===== src/rtl/uart_rx_packet_parser.sv =====
// uart_rx_packet_parser
// Assembles SOF / LEN / payload / checksum frames from a UART receiver byte
// stream, verifies length, checksum, line errors and inter-byte timeout, and
// streams verified payloads out on a valid/ready port.
//
// Output handshake: pkt_valid/pkt_ready follow strict valid/ready semantics.
// A byte transfers on a rising edge where pkt_valid & pkt_ready are both high.
// Once pkt_valid is raised it stays high, and pkt_data, pkt_last and pkt_len
// hold their values, until that transfer happens. pkt_valid never depends
// combinationally on pkt_ready.
module uart_rx_packet_parser #(
    parameter int         MAX_LEN        = 16,
    parameter logic [7:0] SOF_BYTE       = 8'hA5,
    parameter int         TIMEOUT_CYCLES = 100000
) (
    input  logic       system_clk,
    input  logic       reset,
    input  logic [7:0] rx_data,
    input  logic       rx_complete,
    input  logic [1:0] rx_error_bit,
    output logic [7:0] pkt_data,
    output logic       pkt_valid,
    input  logic       pkt_ready,
    output logic       pkt_last,
    output logic [7:0] pkt_len,
    output logic       pkt_ok,
    output logic [2:0] err_code,
    output logic [7:0] err_count,
    output logic [2:0] fsm_state
);

    // Buffer address width; a depth-1 buffer still needs one address bit.
    localparam int          AW        = (MAX_LEN > 1) ? $clog2(MAX_LEN) : 1;
    localparam int          DEPTH     = 1 << AW;
    localparam logic [31:0] TMO_LAST  = 32'(TIMEOUT_CYCLES - 1);
    localparam logic [7:0]  MAX_LEN_B = 8'(MAX_LEN);

    localparam logic [2:0] ERR_NONE     = 3'd0;
    localparam logic [2:0] ERR_FRAME    = 3'd1;
    localparam logic [2:0] ERR_LENGTH   = 3'd2;
    localparam logic [2:0] ERR_CHECKSUM = 3'd3;
    localparam logic [2:0] ERR_TIMEOUT  = 3'd4;
    localparam logic [2:0] ERR_OVERRUN  = 3'd5;

    typedef enum logic [2:0] {
        ST_IDLE    = 3'd0,
        ST_LEN     = 3'd1,
        ST_PAYLOAD = 3'd2,
        ST_CSUM    = 3'd3,
        ST_SEND    = 3'd4
    } state_t;

    state_t      state;
    logic [7:0]  len_q;
    logic [7:0]  csum_q;
    logic [7:0]  idx_q;
    logic [7:0]  rd_q;
    logic [31:0] tmo_cnt;
    logic [7:0]  buf_mem [DEPTH];

    logic       byte_evt;
    logic       good_byte;
    logic       bad_byte;
    logic       tmo_hit;
    logic       buf_we;
    logic [7:0] rd_nxt;
    logic [7:0] len_m1;

    assign byte_evt  = rx_complete;
    assign good_byte = rx_complete && (rx_error_bit == 2'b00);
    assign bad_byte  = rx_complete && (rx_error_bit != 2'b00);
    assign tmo_hit   = (tmo_cnt == TMO_LAST);
    assign buf_we    = (state == ST_PAYLOAD) && good_byte;
    assign rd_nxt    = rd_q + 8'd1;
    assign len_m1    = len_q - 8'd1;
    assign fsm_state = state;

    // Payload buffer write; contents are only read after a full frame lands.
    always_ff @(posedge system_clk) begin
        if (buf_we) begin
            buf_mem[idx_q[AW-1:0]] <= rx_data;
        end
    end

    // Frame parser, verification and output streaming state machine.
    always_ff @(posedge system_clk) begin
        if (reset) begin
            state     <= ST_IDLE;
            len_q     <= 8'd0;
            csum_q    <= 8'd0;
            idx_q     <= 8'd0;
            rd_q      <= 8'd0;
            tmo_cnt   <= 32'd0;
            pkt_data  <= 8'd0;
            pkt_valid <= 1'b0;
            pkt_last  <= 1'b0;
            pkt_len   <= 8'd0;
            pkt_ok    <= 1'b0;
            err_code  <= ERR_NONE;
        end else begin
            pkt_ok   <= 1'b0;
            err_code <= ERR_NONE;
            case (state)
                ST_IDLE: begin
                    tmo_cnt <= 32'd0;
                    if (bad_byte) begin
                        err_code <= ERR_FRAME;
                    end else if (good_byte && (rx_data == SOF_BYTE)) begin
                        state <= ST_LEN;
                    end
                end

                ST_LEN: begin
                    if (byte_evt) begin
                        tmo_cnt <= 32'd0;
                        if (bad_byte) begin
                            err_code <= ERR_FRAME;
                            state    <= ST_IDLE;
                        end else begin
                            len_q  <= rx_data;
                            csum_q <= rx_data;
                            idx_q  <= 8'd0;
                            if (rx_data > MAX_LEN_B) begin
                                err_code <= ERR_LENGTH;
                                state    <= ST_IDLE;
                            end else if (rx_data == 8'd0) begin
                                state <= ST_CSUM;
                            end else begin
                                state <= ST_PAYLOAD;
                            end
                        end
                    end else if (tmo_hit) begin
                        err_code <= ERR_TIMEOUT;
                        state    <= ST_IDLE;
                    end else begin
                        tmo_cnt <= tmo_cnt + 32'd1;
                    end
                end

                ST_PAYLOAD: begin
                    if (byte_evt) begin
                        tmo_cnt <= 32'd0;
                        if (bad_byte) begin
                            err_code <= ERR_FRAME;
                            state    <= ST_IDLE;
                        end else begin
                            csum_q <= csum_q ^ rx_data;
                            idx_q  <= idx_q + 8'd1;
                            if (idx_q == len_m1) begin
                                state <= ST_CSUM;
                            end
                        end
                    end else if (tmo_hit) begin
                        err_code <= ERR_TIMEOUT;
                        state    <= ST_IDLE;
                    end else begin
                        tmo_cnt <= tmo_cnt + 32'd1;
                    end
                end

                ST_CSUM: begin
                    if (byte_evt) begin
                        tmo_cnt <= 32'd0;
                        if (bad_byte) begin
                            err_code <= ERR_FRAME;
                            state    <= ST_IDLE;
                        end else if (rx_data != csum_q) begin
                            err_code <= ERR_CHECKSUM;
                            state    <= ST_IDLE;
                        end else begin
                            pkt_ok <= 1'b1;
                            if (len_q == 8'd0) begin
                                state <= ST_IDLE;
                            end else begin
                                // Present the first byte in the cycle right after the checksum.
                                rd_q      <= 8'd0;
                                pkt_data  <= buf_mem[0];
                                pkt_valid <= 1'b1;
                                pkt_last  <= (len_q == 8'd1);
                                pkt_len   <= len_q;
                                state     <= ST_SEND;
                            end
                        end
                    end else if (tmo_hit) begin
                        err_code <= ERR_TIMEOUT;
                        state    <= ST_IDLE;
                    end else begin
                        tmo_cnt <= tmo_cnt + 32'd1;
                    end
                end

                ST_SEND: begin
                    // No room for a new frame while streaming; the byte is dropped.
                    if (byte_evt) begin
                        err_code <= ERR_OVERRUN;
                    end
                    if (pkt_valid && pkt_ready) begin
                        if (pkt_last) begin
                            pkt_valid <= 1'b0;
                            pkt_last  <= 1'b0;
                            state     <= ST_IDLE;
                        end else begin
                            rd_q     <= rd_nxt;
                            pkt_data <= buf_mem[rd_nxt[AW-1:0]];
                            pkt_last <= (rd_nxt == len_m1);
                        end
                    end
                end

                default: begin
                    state <= ST_IDLE;
                end
            endcase
        end
    end

    // Saturating count of error pulses, trailing err_code by one cycle.
    always_ff @(posedge system_clk) begin
        if (reset) begin
            err_count <= 8'd0;
        end else if ((err_code != ERR_NONE) && (err_count != 8'hFF)) begin
            err_count <= err_count + 8'd1;
        end
    end

endmodule


===== config.mk =====
export PLATFORM = sky130hd
export DESIGN_NAME = uart_rx_packet_parser
export DESIGN_NICKNAME = d
export VERILOG_FILES = /design/src/rtl/uart_rx_packet_parser.sv
export SDC_FILE = /design/constraint.sdc
export NUM_CORES = 1
export LEC_CHECK = 0
export CAP_MARGIN = 30
export CELL_PAD_IN_SITES_DETAIL_PLACEMENT = 0
export CELL_PAD_IN_SITES_GLOBAL_PLACEMENT = 1
export CORE_MARGIN = 3
export CORE_UTILIZATION = 40
export CTS_BUF_LIST = sky130_fd_sc_hd__clkbuf_4 sky130_fd_sc_hd__clkbuf_8 sky130_fd_sc_hd__clkbuf_16
export CTS_CLUSTER_SIZE = 16
export DETAILED_ROUTE_END_ITERATION = 7
export PLACE_DENSITY_LB_ADDON = 0.1
export SLEW_MARGIN = 10
export SYNTH_ARGS = -nofsm -noshare
export SYNTH_HDL_FRONTEND = slang
export SYNTH_SLANG_ARGS = --single-unit

===== constraint.sdc =====
create_clock -name system_clk -period 4.37 [get_ports system_clk]
set_input_delay 0.6555 -clock system_clk [delete_from_list [all_inputs] [get_ports system_clk]]
set_output_delay 0.6555 -clock system_clk [all_outputs]
set_load 0.03 [all_outputs]

# Word level (Yosys, flattened, before mapping)

Memories as Yosys holds them, arrays and structs flattened.
Index checks and enable logic that the tools add are counted.

Add/subtract/negate cells: 5
Order comparisons: 1
Eq/ne operators: 26
Muxes and demuxes: 72
Bitwise logic cells: 6
Reduce and logical (&&, ||, !) cells: 25

Operators with widths:

| operator              | number |
|---|---|
| $mux 8                | 20 |
| $mux 32               | 2 |
| $pmux 32 s2           | 1 |
| $pmux 8 s2            | 4 |
| $mux 3                | 18 |
| $add 32x1->32 const B | 1 |
| $eq 32x17->1 const B  | 1 |
| $pmux 3 s5            | 2 |
| $ne 2x2->1 const B    | 13 |
| $add 8x1->8 const B   | 3 |
| $mux 1                | 17 |
| $eq 8x8->1            | 2 |
| $logic_not 8->1       | 2 |
| $reduce_and 5->1      | 3 |
| $reduce_and 7->1      | 2 |
| $mux 2                | 6 |
| $eq 8x1->1 const B    | 1 |
| $eq 8x8->1 const B    | 1 |
| $gt 8x5->1 const B    | 1 |
| $ne 8x8->1            | 1 |
| $ne 8x8->1 const B    | 1 |
| $reduce_bool 2->1     | 4 |
| $sub 8x1->8 const B   | 1 |
| $xor 8x8->8           | 1 |
| other kinds (16)      | 27 |

Flip-flop bits (word level): 97
Bits in writable memories: 128
Input bits: 14
Output and inout port bits: 33
Logic and storage cells: 149
Memories kept: 1

Memories:

| memory  | depth | bits a word | read ports | clocked after Yosys merged registers in | wr ports | line | text |
|---|---|---|---|---|---|---|---|
| buf_mem | 16    | 8           | 2          | 0                                       | 1        | 59   | `logic [7:0] buf_mem [DEPTH];` |

# Logic depth before layout (Yosys ltp)

Depth after elaboration: 6
Gate-level depth with buffers: 9

# Least setup slack after synthesis

No wires, ideal clock.

Path type: input to register
From: in rx_error_bit[1]
To: mem buf_mem[1][0], enable pin
Library setup time: 0.383 ns
Data arrival time: 2.412 ns
Required time: 3.987 ns
Path slack: 1.574 ns
Stages: 6
Cells stage by stage: nor4b_2 and3_1 buf_2 buf_1 nand2_1 nor3_1

Cells in the longest elaborated chain, start to end: 5

Ends and longest elaborated chain:

| element                      | line | text |
|---|---|---|
| start: declaration           | 20   | `input logic [1:0] rx_error_bit,` |
| $logic_not 2->1              | 70   | `assign good_byte = rx_complete && (rx_error_bit == 2'b00);` |
| $logic_and 1x1->1            | 70   |  |
| $logic_and 1x1->1            | 73   | `assign buf_we = (state == ST_PAYLOAD) && good_byte;` |
| $mux 1                       | 80   | `if (buf_we) begin` |
| $mux 1 (not written as such) | 81   | `buf_mem[idx_q[AW-1:0]] <= rx_data;` |
| end: declaration             | 59   |  |

Every way passes these cells.

# Worst setup path after layout

From: in rx_complete
To: mem buf_mem[10][1], enable pin

Cells in the longest elaborated chain, start to end: 4

Ends and longest elaborated chain:

| element                      | line | text |
|---|---|---|
| start: declaration           | 19   | `input logic rx_complete,` |
| $logic_and 1x1->1            | 70   |  |
| $logic_and 1x1->1            | 73   |  |
| $mux 1                       | 80   |  |
| $mux 1 (not written as such) | 81   |  |

Every way passes these cells.

==> results_dict.tcl <==
set metrics [dict create \
    cts-hold-fix-buffers 0 \
    leakagePower_nw 3.876 \
    hold_path_class "reg2reg" \
    clock_sinks 225 \
    async_flop_share_pct 0 \
    num_rows 57 \
    avgViaCountPerCell 5.568 \
    critPathArrivalTime_ns 2.94 \
    status "complete, no violations" \
    total_power_mw 4.694 \
    die_y_um 164.1 \
    slew_headroom_pct 36.01 \
    h-tree-depth 1 \
    final_area_mm2 0.01179 \
    power.density_mw_per_mm2 398.1 \
    irDropWorstVdd_v 0.0002340 \
    grt_overflow_total 0 \
    r2r_slack_ns 1.63 \
    setup_violations 0 \
    rsz0062_at_grt "false" \
    grt_first_pass_wirelength_um 40680 \
    synth_area_leaders "edfxtp_1, dfxtp_1, mux4_2, nand2_1, xor2_1" \
    synth_nets 878 \
    critPathKind "in2reg" \
    yosysTopAreaCell "edfxtp_1" \
    diodes 0 \
    clock_latency_ns 0.52 \
    dpl-instance-area_mm2 0.01083 \
    num_vias 6960 \
    fin_setup_tns_ns 0 \
    grt_antenna_before_repair 0 \
    ys_seq_area_share_pct 57.89 \
    clk_path_buf_depth 3 \
    grt_max_degree 46 \
    timing.final.ws_setup_ns 1.585 \
    cts_resized 0 \
    clk_pin_slew_ns 0.06 \
    ant_nets 0 \
    fin_nets 930 \
    critPathRequiredTime_ns 4.52 \
    synth_edf_count 128 \
    yosysUniqueCellTypes 62 \
    cts-root-buf "clkbuf_16" \
    post_cts_buffers 0 \
    gr-usage-all-layers_pct 19.46 \
    coreArea_mm2 0.02446 \
    fmax_ghz 0.3590 \
    synthFlopType "edfxtp_1" \
    ys_ff_latch 225 \
    maxSlewViolCount 0 \
    start_util_pct 40.86 \
    yosys_warnings 0 \
    firstDrtPassIters 5 \
    synth_top_area_share_pct 38.46 \
    drc 0 \
    pin_count 47 \
    r2r_cells 5 \
    syn2layout_area_growth_pct 17.95 \
    avgSynthCellArea_um2 11.69 \
    place_congestion 0.7963 \
    holdWs_ns 0.4952 \
    cp-start-kind "input pin" \
    post-route-min-period_ns 2.785 \
    routed_wl_um 25800 \
    tritoncts "built" \
    die_w_um 164.1 \
    drt-initial-drc-count 729 \
    dpl.hpwl_um 17480 \
    wire_per_inst_um 20.64 \
    postSynthCellCount 855 \
    die-area_mm2 0.02692 \
    cap_violations 0 \
    first_global_vias 6862 \
    drive_above_1_share_pct 12.53 \
    hold_viol_final 0 \
    finalClockSkew_ns 0.006298 \
    syn-cell-area_mm2 0.009995 \
    worst_pin_slew_ns 0.9525 \
    post-place-ws_ns 1.031 \
    hold_path_depth 2 \
    cts_made_buffers 26 \
    port_buffers 46 \
    end_kind "register" \
    post-route-period-util_pct 63.74 \
    critPathMaxFanout 17 \
]
[cell families after synthesis]
family                   Yosys count  share of synthesized area (%)
AO/OA/AOI/OAI                    102                          7.236
multiplexers                      43                          8.313
adder cells (fa/ha/maj)            9                          1.127
flip-flops                       225                          57.89
AND/OR/NAND/NOR                  349                          16.91
XOR/XNOR                          70                          6.134
buffers and inverters             57                          2.391
[per-layer routing]
| metal | track usage [%] | part of all wire (%) | up-vias |
|---|---|---|---|
| met5 | 0 | 0 | - |
| met4 | 3.729 | 1.8 | 0 |
| met3 | 2.976 | 5.8 | 38 |
| met2 | 28.28 | 43 | 236 |
| met1 | 30.90 | 49 | 3418 |
| li1 | - | - | 3268 |
[power by group]
group / switching, mW / internal [mW]
sequential: 0.00211 / 2.24
clock: 0.867 / 1.50
combinational: 0.0627 / 0.0262
[worst max-delay path, cell delays in order]
cell	delay (ns)
clkdlybuf4s50_1	0.57
nor4b_2	0.46
and3_1	0.26
buf_4	0.24
nand2_1	0.20
nor2_1	0.55
[state kept, by name (all words and copies together) (netlist names), 8 cells and up]
register	flops
len_q	8
buf_mem	128
csum_q	8
pkt_data	8
err_count	8
rd_q	8
idx_q	8
tmo_cnt	32
pkt_len	8
[synth_stat cells (4+ instances only)]
library cell and number:
mux4_2 32, nor4_1 12, nor3_1 24, xnor2_1 28, a211oi_1 4, o21ai_0 10
ha_1 9, mux2i_1 11, nand2_1 111, buf_2 8, edfxtp_1 128, a311oi_1 11
or3_1 6, inv_1 12, clkbuf_1 31, nand4_1 19, xor2_1 42, and3_1 9
and4_1 5, nand2b_1 8, nand3_1 41, a32oi_1 8, a21oi_1 42, nor4b_1 4
nor2_1 90, dfxtp_1 97
[stage by stage]
stage / std cells / util (%)
finish: 1250 / 48.19
floorplan: 855 / -
CTS: 1249 / 48.16
global placement: 1202 / 44.28
detailed placement: 1202 / 44.28
global route: 1250 / 48.19
[layout make-up]
| type | instances | area (um2) |
|---|---|---|
| Multi-Input combinational cell | 573 | 3975 |
| Clock inverter | 18 | 251.5 |
| Inverter | 12 | 45.04 |
| Timing Repair Buffer | 69 | 628.1 |
| Tap cell | 324 | 405.4 |
| Clock buffer | 29 | 696.9 |
| Sequential cell | 225 | 5787 |
| Fill cell | 2155 | 12670 |
[cells in the final DEF (no fill, tap or decap), types with 12 or more instances in the layout]
cell             netlist  layout
edfxtp_1             128     128
nand2_1              111     111
dfxtp_1               97      96
nor2_1                90      90
clkdlybuf4s50_1        0      45
xor2_1                42      42
a21oi_1               42      42
nand3_1               41      41
mux4_2                32      32
xnor2_1               28      28
clkbuf_16              0      27
nor3_1                24      23
buf_4                  2      23
nand4_1               19      19
inv_1                 12      12
nor4_1                12      12
[final timing paths]
| check | from | to |
|---|---|---|
| hold / removal | pkt_len[0] | pkt_len[0] |
| setup / recovery | rx_complete | buf_mem[10][1] |
| setup reg to reg | fsm_state[2] | buf_mem[10][1] |
| hold reg to reg | pkt_len[0] | pkt_len[0] |
(Power assumes the default switching activity.)
